### config.mk
export PLATFORM = sky130hd
export DESIGN_NAME = if_id_stage
export DESIGN_NICKNAME = d
export VERILOG_FILES = /design/src/rtl/if_id_stage.sv
export SDC_FILE = /design/constraint.sdc
export NUM_CORES = 1
export LEC_CHECK = 0
export ABC_AREA = 1
export ABC_CLOCK_PERIOD_IN_PS = 2300
export CAP_MARGIN = 15
export CORE_AREA = 3 3 130 132
export DETAILED_ROUTE_END_ITERATION = 10
export DIE_AREA = 0 0 133 135
export MAX_ROUTING_LAYER = met4
export PLACE_DENSITY = 0.85
export REMOVE_ABC_BUFFERS = 1
export SLEW_MARGIN = 30
export SYNTH_ARGS = -nofsm -noshare
export SYNTH_HDL_FRONTEND = slang
export SYNTH_SLANG_ARGS = --single-unit
export TNS_END_PERCENT = 30
### constraint.sdc
create_clock -name clk -period 2.3 [get_ports clk]
set_clock_uncertainty 0.05 [all_clocks]
set_input_delay 0.23 -clock clk [delete_from_list [all_inputs] [get_ports clk]]
set_output_delay 0.23 -clock clk [all_outputs]
set_load 0.03 [all_outputs]
### src/rtl/if_id_stage.sv
// IF/ID pipeline stage: registers fetched instruction+PC, splits MIPS32 fields, flags zero-extend immediates.
// Latency: 1 cycle from accept to d_* when not stalled; optional macro IFID_PERF_CNT_EN adds perf_stall_cnt.
// Backpressure: 2-entry main+skid buffer; f_ready is registered and deasserts only while both entries are held.
module if_id_stage #(
  parameter int              PC_W     = 32,
  parameter int              INSTR_W  = 32,
  parameter logic [PC_W-1:0] RESET_PC = '0
) (
  input  logic               clk,
  input  logic               rst_n,
  input  logic               flush,
  input  logic               f_valid,
  output logic               f_ready,
  input  logic [INSTR_W-1:0] f_instr,
  input  logic [PC_W-1:0]    f_pc,
  output logic               d_valid,
  input  logic               d_ready,
  output logic [INSTR_W-1:0] d_instr,
  output logic [PC_W-1:0]    d_pc,
  output logic [PC_W-1:0]    d_pc_plus4,
  output logic [5:0]         d_opcode,
  output logic [4:0]         d_rs,
  output logic [4:0]         d_rt,
  output logic [4:0]         d_rd,
  output logic [4:0]         d_shamt,
  output logic [5:0]         d_funct,
  output logic [15:0]        d_imm16,
  output logic               d_zext,
`ifdef IFID_PERF_CNT_EN
  output logic [25:0]        d_target,
  output logic [15:0]        perf_stall_cnt
`else
  output logic [25:0]        d_target
`endif
);

  typedef enum logic [1:0] {
    ST_EMPTY = 2'd0,
    ST_FULL  = 2'd1,
    ST_SKID  = 2'd2
  } state_t;

  state_t             r_state;
  logic               r_f_ready;
  logic               r_d_valid;
  logic [INSTR_W-1:0] r_main_instr;
  logic [PC_W-1:0]    r_main_pc;
  logic [INSTR_W-1:0] r_skid_instr;
  logic [PC_W-1:0]    r_skid_pc;

  logic w_in;
  logic w_out;

  assign w_in  = f_valid & r_f_ready;
  assign w_out = r_d_valid & d_ready;

  // Occupancy FSM: main register feeds decode, skid catches one extra word while f_ready is still high.
  always_ff @(posedge clk or negedge rst_n) begin
    if (!rst_n) begin
      r_state      <= ST_EMPTY;
      r_f_ready    <= 1'b1;
      r_d_valid    <= 1'b0;
      r_main_instr <= '0;
      r_main_pc    <= RESET_PC;
      r_skid_instr <= '0;
      r_skid_pc    <= RESET_PC;
    end else if (flush) begin
      // Flush wins over everything; the same-cycle fetch offer is dropped.
      r_state      <= ST_EMPTY;
      r_f_ready    <= 1'b1;
      r_d_valid    <= 1'b0;
      r_main_instr <= '0;
      r_main_pc    <= RESET_PC;
    end else begin
      case (r_state)
        ST_EMPTY: begin
          if (w_in) begin
            r_main_instr <= f_instr;
            r_main_pc    <= f_pc;
            r_d_valid    <= 1'b1;
            r_state      <= ST_FULL;
          end
        end
        ST_FULL: begin
          if (w_in && w_out) begin
            r_main_instr <= f_instr;
            r_main_pc    <= f_pc;
          end else if (w_out) begin
            // Main keeps its last value so outputs hold while idle.
            r_d_valid <= 1'b0;
            r_state   <= ST_EMPTY;
          end else if (w_in) begin
            r_skid_instr <= f_instr;
            r_skid_pc    <= f_pc;
            r_f_ready    <= 1'b0;
            r_state      <= ST_SKID;
          end
        end
        ST_SKID: begin
          // f_ready is low here, so nothing new arrives; skid moves up behind the departing main.
          if (w_out) begin
            r_main_instr <= r_skid_instr;
            r_main_pc    <= r_skid_pc;
            r_f_ready    <= 1'b1;
            r_state      <= ST_FULL;
          end
        end
        default: begin
          r_state   <= ST_EMPTY;
          r_f_ready <= 1'b1;
          r_d_valid <= 1'b0;
        end
      endcase
    end
  end

`ifdef IFID_PERF_CNT_EN
  logic [15:0] r_stall_cnt;

  // Saturating count of cycles where decode holds valid data that downstream refuses; flush does not clear it.
  always_ff @(posedge clk or negedge rst_n) begin
    if (!rst_n) begin
      r_stall_cnt <= '0;
    end else if (r_d_valid && !d_ready && (r_stall_cnt != 16'hFFFF)) begin
      r_stall_cnt <= r_stall_cnt + 16'd1;
    end
  end

  assign perf_stall_cnt = r_stall_cnt;
`endif

  logic [5:0] w_opcode;
  assign w_opcode = r_main_instr[31:26];

  assign f_ready    = r_f_ready;
  assign d_valid    = r_d_valid;
  assign d_instr    = r_main_instr;
  assign d_pc       = r_main_pc;
  assign d_pc_plus4 = r_main_pc + PC_W'(4);
  assign d_opcode   = w_opcode;
  assign d_rs       = r_main_instr[25:21];
  assign d_rt       = r_main_instr[20:16];
  assign d_rd       = r_main_instr[15:11];
  assign d_shamt    = r_main_instr[10:6];
  assign d_funct    = r_main_instr[5:0];
  assign d_imm16    = r_main_instr[15:0];
  assign d_target   = r_main_instr[25:0];
  // Logical immediates (andi/ori/xori) are zero-extended; everything else sign-extends.
  assign d_zext     = (w_opcode == 6'h0C) || (w_opcode == 6'h0D) || (w_opcode == 6'h0E);

endmodule

# == After elaboration in Yosys (flattened, before gate mapping) ==
# Cells that the tools add are included.
# classes
n_addsub,1
eq_ne,15
mux,28
bitwise,5
reduce_logical,10
# op_table
cell,count
32-bit two-way mux,8
32-bit case mux with 3 select lines,2
"32-bit by 3-bit adder with 32-bit output, second input constant",1
"3-bit inequality test, second input constant",7
"6-bit by 4-bit equality test with 1-bit output, second input constant",3
2-bit two-way mux,6
4-bit AND reduction,3
5-bit AND reduction,2
1-bit two-way mux,9
1-bit case mux with 3 select lines,2
2-bit case mux with 3 select lines,1
"2-bit inequality test, second input constant",2
"4-bit inequality test, second input constant",1
4-bit nonzero test,1
1-bit inverter,3
1-bit bitwise AND,2
"2-bit by 1-bit equality test with 1-bit output, second input constant",1
"2-bit equality test, second input constant",1
2-bit zero test,1
1-bit logical OR,2
1-bit logical AND,1
# totals
reg_bits,132
input_bits,69
out_inout_bits,173
elab_cells,66

# == Logic depth before layout (Yosys ltp) ==
# Gate-level depths: netlist (run 1).
# depth
word_depth,6
depth_mapped,9
ltp_nobuf,8

# == Worst setup path before layout (run 1) ==
# No wires, ideal clock.
# synth_timing
path_type,register to output
start,register r_main_pc[2] (netlist: d_pc[2])
end,output port d_pc_plus4[16]
arrival_time_ps,1846
slack_ps,174
path_stages_with_launch,6
path_cell_list,dfrtp_1 ha_1 nand3_1 nor2_1 nand3_1 xnor2_1
# synth_via
elab_chain_len,1
# synth_rtl
element,line,source
"start, declared",47,logic [PC_W-1:0] r_main_pc;
"start signal, assigned",79,r_main_pc <= f_pc;
"start signal, assigned",87,r_main_pc <= f_pc;
"start signal, assigned",103,r_main_pc <= r_skid_pc;
32-bit by 3-bit adder with 32-bit output,139,assign d_pc_plus4 = r_main_pc + PC_W'(4);
"end, declared",20,"output logic [PC_W-1:0] d_pc_plus4,"
# No other way between the ends.

# == Final worst setup path (run 1) ==
# layout_timing
start,register r_main_pc[11] (netlist: d_pc[11])
end,output port d_pc_plus4[26]
# The elaborated chain is that of the path after synthesis.

==> impl_metrics.py, run 1 <==
metrics = {
    "outcome": {
        "status": "complete, no violations",
    },
    "clock_tree": {
        "cts_sinks": 132,
        "tritoncts": "done",
        "clk_pin_slew_worst_paths_ns": 0.06,
        "clockBufferDepth": 2,
        "clk_latency_ns": 0.42,
        "cts-root-buf": "clkbuf_16",
        "cts_max_level": 4,
        "cts-buffers-inserted": 17,
    },
    "synth": {
        "syn-mean-instance-area_um2": 7.67,
        "synth.distinct_cells": 30,
        "syn_inst": 1073,
        "yosysWarnings": 0,
        "seq_area_frac_synth_pct": 40.2,
        "yosys_register_bits": 132,
        "mappedNetlistArea_um2": 8230,
    },
    "detailed_routing": {
        "drt-pass1-iter-count": 5,
        "viasPerCell": 5.36,
        "wl_mm": 23.3,
        "routed-via-count": 7728,
        "wl_per_cell_um": 16.1,
        "drc": 0,
        "drtIter0Drc": 600,
        "ant_nets": 0,
    },
    "die": {
        "die_w_um": 133,
        "io_pins": 242,
        "coreArea_um2": 15800,
        "die-height_um": 135,
        "dieArea_um2": 18000,
        "rows": 46,
        "start_util_pct": 52.0,
    },
    "critical_path": {
        "critPathRequiredTime_ns": 2.02,
        "path_class": "reg -> out",
        "critPathLaunchType": "flop",
        "cp.arrival_ns": 2.01,
        "end_kind": "output pin",
        "worstPathMaxFanout": 5,
    },
    "timing": {
        "slew_viol_final": 0,
        "tightest_slew_ns": 0.768,
        "setup_violations": 0,
        "finalCriticalPeriod_ns": 2.29,
        "period_share_pct": 99.4,
        "maxSlewHeadroom_pct": 48.8,
        "fmax_mhz": 437,
        "hold_viol": 0,
        "rsz0062_at_grt": "true",
    },
    "power_and_ir_drop": {
        "p_leak_nw": 5.02,
        "pwr-share-clk_pct": 23.2,
        "p_per_area_nw_per_um2": 1100,
        "p_total_mw": 11.8,
        "p_comb_share_pct": 44.3,
        "ir_drop_v": 0.000661,
        "p_seq_share_pct": 32.5,
        "switching_share_pct": 42.2,
        "internal_power_mw": 6.81,
        "p_sw_mw": 4.97,
    },
    "worst_hold_path": {
        "hold_path.class": "in -> reg",
    },
    "finish": {
        "multi_input_area_um2": 3790,
        "regArea_um2": 3310,
        "drive_gt1_share_pct": 14.3,
        "n_fill_cell": 1289,
        "final_nets": 1281,
        "layout_common_cells": "415 x nand2_1, 212 x clkdlybuf4s50_1, 134 x nand3_1, 124 x dfrtp_1, 64 x a21oi_1",
        "utilization_pct": 67.8,
        "final_common_cell": "nand2_1",
        "area_growth_pct": 30.5,
    },
    "global_routing": {
        "grt_first_pass_wirelength_mm": 37.4,
        "antenna_found_initial": 0,
        "grt-ovfl-total": 0,
        "grt_use_total_pct": 26.4,
        "grt_max_degree": 66,
        "grt_pass1_vias": 7512,
    },
    "placed_design": {
        "hpwl_mm": 15.2,
        "io_buffers": 241,
        "gp_congestion": 0.940,
    },
    "job": {
        "maxCapViolations": 0,
    },
}
registers in the layout (all words and copies together), names as in the netlist:
| name | count |
|---|---|
| d_instr | 32 |
| f_ready | 1 |
| d_pc | 32 |
| r_skid_pc | 32 |
| r_state | 2 |
| d_valid | 1 |
| r_skid_instr | 32 |
layout make-up:
type | count | area share [%]
inverter | 22 | 0.781
clock buffer | 21 | 4.47
clock inverter | 11 | 1.15
timing repair buffer | 265 | 24.9
multi-input combinational | 773 | 35.3
sequential | 132 | 30.9
antenna | 1 | 0.0233
tap | 216 | 2.52
final timing paths:
kind	cells after the start	startpoint	end	slack [ns]
worst max register to register	8	r_state[0]$_DFFE_PN0P_	d_pc[13]$_DFFE_PN0P_	0.29
worst min-delay path	3	flush	f_ready$_DFFE_PN1P_	0.14
max in group asynchronous	3	rst_n	d_pc[24]$_DFFE_PN0P_	1.25
min in group asynchronous	2	rst_n	d_valid$_DFFE_PN0P_	0.24
worst max-delay path	7	d_pc[11]$_DFFE_PN0P_	d_pc_plus4[26]	0.01
worst min register to register	2	r_skid_instr[12]$_DFFE_PN0P_	r_skid_instr[12]$_DFFE_PN0P_	0.42
kinds of logic after synthesis:
logic type               count (synthesis)  share of synthesized area (%)
adder cells (fa/ha/maj)                  1                          0.152
XOR/XNOR                                15                           1.60
AO/OA/AOI/OAI                           72                           4.49
flip-flops                             132                           40.2
AND/OR/NAND/NOR                        685                           39.2
buffers and inverters                  168                           14.4
stage by stage:
| stage | hold WS [ns] | std cells | cell area [µm²] | setup TNS, ns | setup WS [ns] |
|---|---|---|---|---|---|
| CTS | 0.118 | 1440 | 10700 | -0.0202 | -0.0202 |
| global placement | 0.114 | 1407 | 10100 | 0 | 0.0740 |
| finish | 0.139 | 1441 | 10700 | 0 | 0.0142 |
| global route | 0.147 | 1440 | 10700 | -0.386 | -0.0755 |
| detailed placement | 0.113 | 1407 | 10100 | 0 | 0.0500 |
| floorplan | -0.116 | 927 | 7130 | -171.14 | -1.33 |
synth_stat cells, drive strengths merged:
| cell type | n | area (µm²) |
|---|---|---|
| inv | 22 | 82.6 |
| clkbuf | 11 | 41.3 |
| nand3 | 197 | 1300 |
| nor2 | 49 | 204 |
| o21bai | 1 | 7.51 |
| dfrtp | 131 | 3280 |
| buf | 135 | 1060 |
| a31oi | 1 | 6.26 |
| a21boi | 1 | 7.51 |
| nand2 | 424 | 1620 |
| xnor2 | 8 | 70.1 |
| dfstp | 1 | 26.3 |
| nor3 | 1 | 5.00 |
| xor2 | 7 | 61.3 |
| a21oi | 64 | 320 |
| nand4 | 1 | 6.26 |
| nand3b | 13 | 97.6 |
| o31ai | 1 | 7.51 |
| ha | 1 | 12.5 |
| o21ai | 4 | 20.0 |
repair_timing:
item | CTS | global route
buffers inserted | 0 | 0
gates resized for setup | 59 | 24
endpoints found under the setup margin | 25 | 23
endpoints found under the hold margin | 35 | 0
pin swaps | 1 | 1
hold buffers | 1 | 0
power by group through the flow:
stage | clock [mW] | combinational, mW | sequential, mW
3_5_place_dp | 0 | 5.26 | 3.83
4_1_cts | 2.78 | 5.24 | 3.81
2_1_floorplan | 0 | 1.72 | 4.94
5_1_grt | 2.88 | 5.58 | 3.94
6_report | 2.73 | 5.22 | 3.83
3_3_place_gp | 0 | 5.19 | 3.79
critical path, stage by stage (launching register included):
cell,delay [ns]
dfrtp_1,0.42
nand2_1,0.15
nor2_1,0.29
nand2_1,0.13
nor2_1,0.16
nand3b_1,0.09
nand2_1,0.07
clkdlybuf4s15_2,0.29
layer usage:
metal / part of all wire, % / track usage, % / vias up
li1: - / - / 3658
met1: 41 / 32.3 / 3665
met2: 50 / 43.8 / 373
met3: 7.3 / 5.07 / 32
met4: 1.8 / 9.41 / 0
met5: 0 / - / -
(Power assumes the default switching activity.)
==> run 2, diff against run 1 <==
Settings changed: SLEW_MARGIN 30 to 20.
==> results of run 2 <==
No change in the layout: final DEF, timing and power equal those of run 1.
==> run 3, diff against run 2 <==
Settings changed: CORE_AREA 3 3 130 132 to 3 3 129 131, CTS_BUF_LIST from default to sky130_fd_sc_hd__clkbuf_4 sky130_fd_sc_hd__clkbuf_8, DIE_AREA 0 0 133 135 to 0 0 132 134, PLACE_DENSITY 0.85 to 0.86.
==> run 3 against run 2 <==
  * Register-to-register slack improved by 0.05 ns
  * Cell area fell by 1.2%
  * Hold slack got worse by 0.045 ns
  * Sequential cell count did not move
  * Utilization fell by 0.32 points
  * Global-route usage rose by 0.82 points
  * Critical path depth did not move
  * Cell count barely moved
  * Critical path type unchanged
==> impl_metrics.py, run 3 (synthesized netlist as in run 1, its figures left out) <==
metrics = {
    "detailed_routing": {
        "wl_per_cell_um": 16.3,
        "wl_mm": 23.4,
        "drt-pass1-iter-count": 5,
        "viasPerCell": 5.30,
        "ant_nets": 0,
        "drc": 0,
        "routed-via-count": 7639,
        "drtIter0Drc": 522,
    },
    "global_routing": {
        "met1_usage_pct": 33.3,
        "grt_max_degree": 66,
        "grt_first_pass_wirelength_mm": 38.2,
        "grt_use_total_pct": 27.2,
        "antenna_found_initial": 3,
        "grt_pass1_vias": 7665,
        "grtUsageMet3_pct": 5.96,
        "top_usage_layer": "met2",
        "grt-ovfl-total": 0,
        "grtUsageMet2_pct": 44.8,
    },
    "timing": {
        "slew_viol_final": 0,
        "tightest_slew_ns": 0.781,
        "period_share_pct": 97.0,
        "finalCriticalPeriod_ns": 2.23,
        "tns_ns": 0,
        "fmax_mhz": 448,
        "rsz0062_at_grt": "true",
        "setup_violations": 0,
        "maxSlewHeadroom_pct": 48.0,
        "hold_viol": 0,
    },
    "power_and_ir_drop": {
        "switching_share_pct": 43.3,
        "p_seq_share_pct": 33.8,
        "internal_power_mw": 6.46,
        "p_per_area_nw_per_um2": 1070,
        "p_leak_nw": 4.93,
        "p_sw_mw": 4.92,
        "p_comb_share_pct": 45.7,
        "ir_drop_v": 0.000644,
        "pwr-share-clk_pct": 20.5,
    },
    "clock_tree": {
        "cts_max_level": 4,
        "clockBufferDepth": 2,
        "clk_pin_slew_worst_paths_ns": 0.08,
        "clk_latency_ns": 0.46,
        "tritoncts": "done",
        "cts-root-buf": "clkbuf_8",
        "cts-buffers-inserted": 17,
        "cts_sinks": 132,
    },
    "critical_path": {
        "cp.arrival_ns": 1.95,
        "critPathRequiredTime_ns": 2.02,
        "worstPathMaxFanout": 5,
        "path_class": "reg -> out",
        "path_cells": "nand2_1 -> nor2_4 -> nand2_2 -> nor2_2 -> nand3b_1 -> nand2_1 -> clkdlybuf4s15_2",
        "end_kind": "output pin",
        "rr_worst_depth": 7,
        "critPathMostFrequentCell": "nand2_1",
        "max_stage_delay_ns": 0.46,
        "critPathLaunchType": "flop",
        "reg2reg_setup_slack_ns": 0.34,
        "reg2reg_from": "r_state[0]$_DFFE_PN0P_",
        "r2r-end": "d_pc[31]$_DFFE_PN0P_",
        "slowest_stage": "dfrtp_1",
    },
    "finish": {
        "n_fill_cell": 1336,
        "layout_common_cells": "413 x nand2_1, 210 x clkdlybuf4s50_1, 134 x nand3_1, 114 x dfrtp_1, 64 x a21oi_1",
        "area_growth_pct": 28.9,
        "utilization_pct": 67.5,
        "drive_gt1_share_pct": 15.5,
        "final_common_cell": "nand2_1",
        "fin_area_um2": 10600,
        "final_nets": 1281,
    },
    "die": {
        "io_pins": 242,
        "rows": 46,
        "die-height_um": 134,
        "die_w_um": 132,
        "dieArea_um2": 17700,
        "start_util_pct": 52.4,
        "coreArea_um2": 15700,
    },
    "placed_design": {
        "postPlaceCellArea_um2": 10000,
        "io_buffers": 241,
        "hpwl_mm": 15.1,
        "gp_congestion": 0.889,
    },
    "job": {
        "maxCapViolations": 0,
    },
    "outcome": {
        "status": "complete, no violations",
    },
    "worst_hold_path": {
        "hold_path.class": "in -> reg",
        "whs_path_depth": 3,
        "hold_start": "flush",
        "min_to": "f_ready$_DFFE_PN1P_",
    },
}
==> run 3: timing repair <==
item                                    in CTS  in global routing
pin swaps                                    0                  2
endpoints found under the hold margin       53                  0
endpoints found under the setup margin      29                 23
buffers inserted                             2                  1
hold buffers                                 1                  0
resized for setup                           75                 41
==> run 3: how the worst max path moves through the flow <==
| stage | start | endpoint | slack, ns |
|---|---|---|---|
| 2_1_floorplan | r_state[1]$_DFFE_PN0P_ | d_instr[0]$_DFFE_PN0P_ | -1.33 |
| 3_3_place_gp | d_pc[8]$_DFFE_PN0P_ | d_pc_plus4[27] | 0.002 |
| 3_5_place_dp | d_pc[6]$_DFFE_PN0P_ | d_pc_plus4[27] | -0.007 |
| 4_1_cts | d_pc[2]$_DFFE_PN0P_ | d_pc_plus4[15] | -0.08 |
| 5_1_grt | d_pc[5]$_DFFE_PN0P_ | d_pc_plus4[27] | -0.07 |
| 6_report | d_pc[5]$_DFFE_PN0P_ | d_pc_plus4[27] | 0.07 |
==> run 3: metrics by stage <==
step	power (mW)	worst slack, ns	hold WS [ns]	instances
4_1_cts	11.4	-0.0831	0.0648	1438
6_report	11.4	0.0680	0.0933	1442
2_1_floorplan	6.66	-1.33	-0.116	927
5_1_grt	12.0	-0.0665	0.113	1442
3_5_place_dp	9.09	-0.00738	0.188	1404
3_3_place_gp	8.96	0.00162	0.188	1404
==> run 3: area by class of cell <==
cell class                      instances  area [µm²]  area share [%]
Multi-Input combinational cell        773        3820            36.0
Sequential cell                       132        3330            31.3
Timing Repair Buffer                  265        2630            24.8
Tap cell                              216         270            2.55
Clock inverter                         14         235            2.22
Clock buffer                           17         234            2.21
Inverter                               22        83.8           0.790
Antenna cell                            3        7.51          0.0708
==> run 3: power by group through the flow <==
stage	registers [mW]	clock network [mW]	logic [mW]
final	3.85	2.33	5.20
after global routing	3.96	2.46	5.57
after CTS	3.82	2.36	5.23
after detailed placement	3.84	0	5.25
after global placement	3.79	0	5.17
after floorplan	4.94	0	1.72
==> run 3: routing by layer <==
| metal | vias to the layer above | wire length, µm |
|---|---|---|
| li1 | 3659 | - |
| met1 | 3619 | 9890 |
| met2 | 332 | 11500 |
| met3 | 29 | 1670 |
| met4 | 0 | 381 |
| met5 | - | 0 |
==> run 3: critical path, delay by kind of cell, from the launching register on <==
| kind | cells | cell delay, ns |
|---|---|---|
| buffers and inverters | 1 | 0.29 |
| DFF | 1 | 0.46 |
| and+or+nand+nor | 6 | 0.73 |
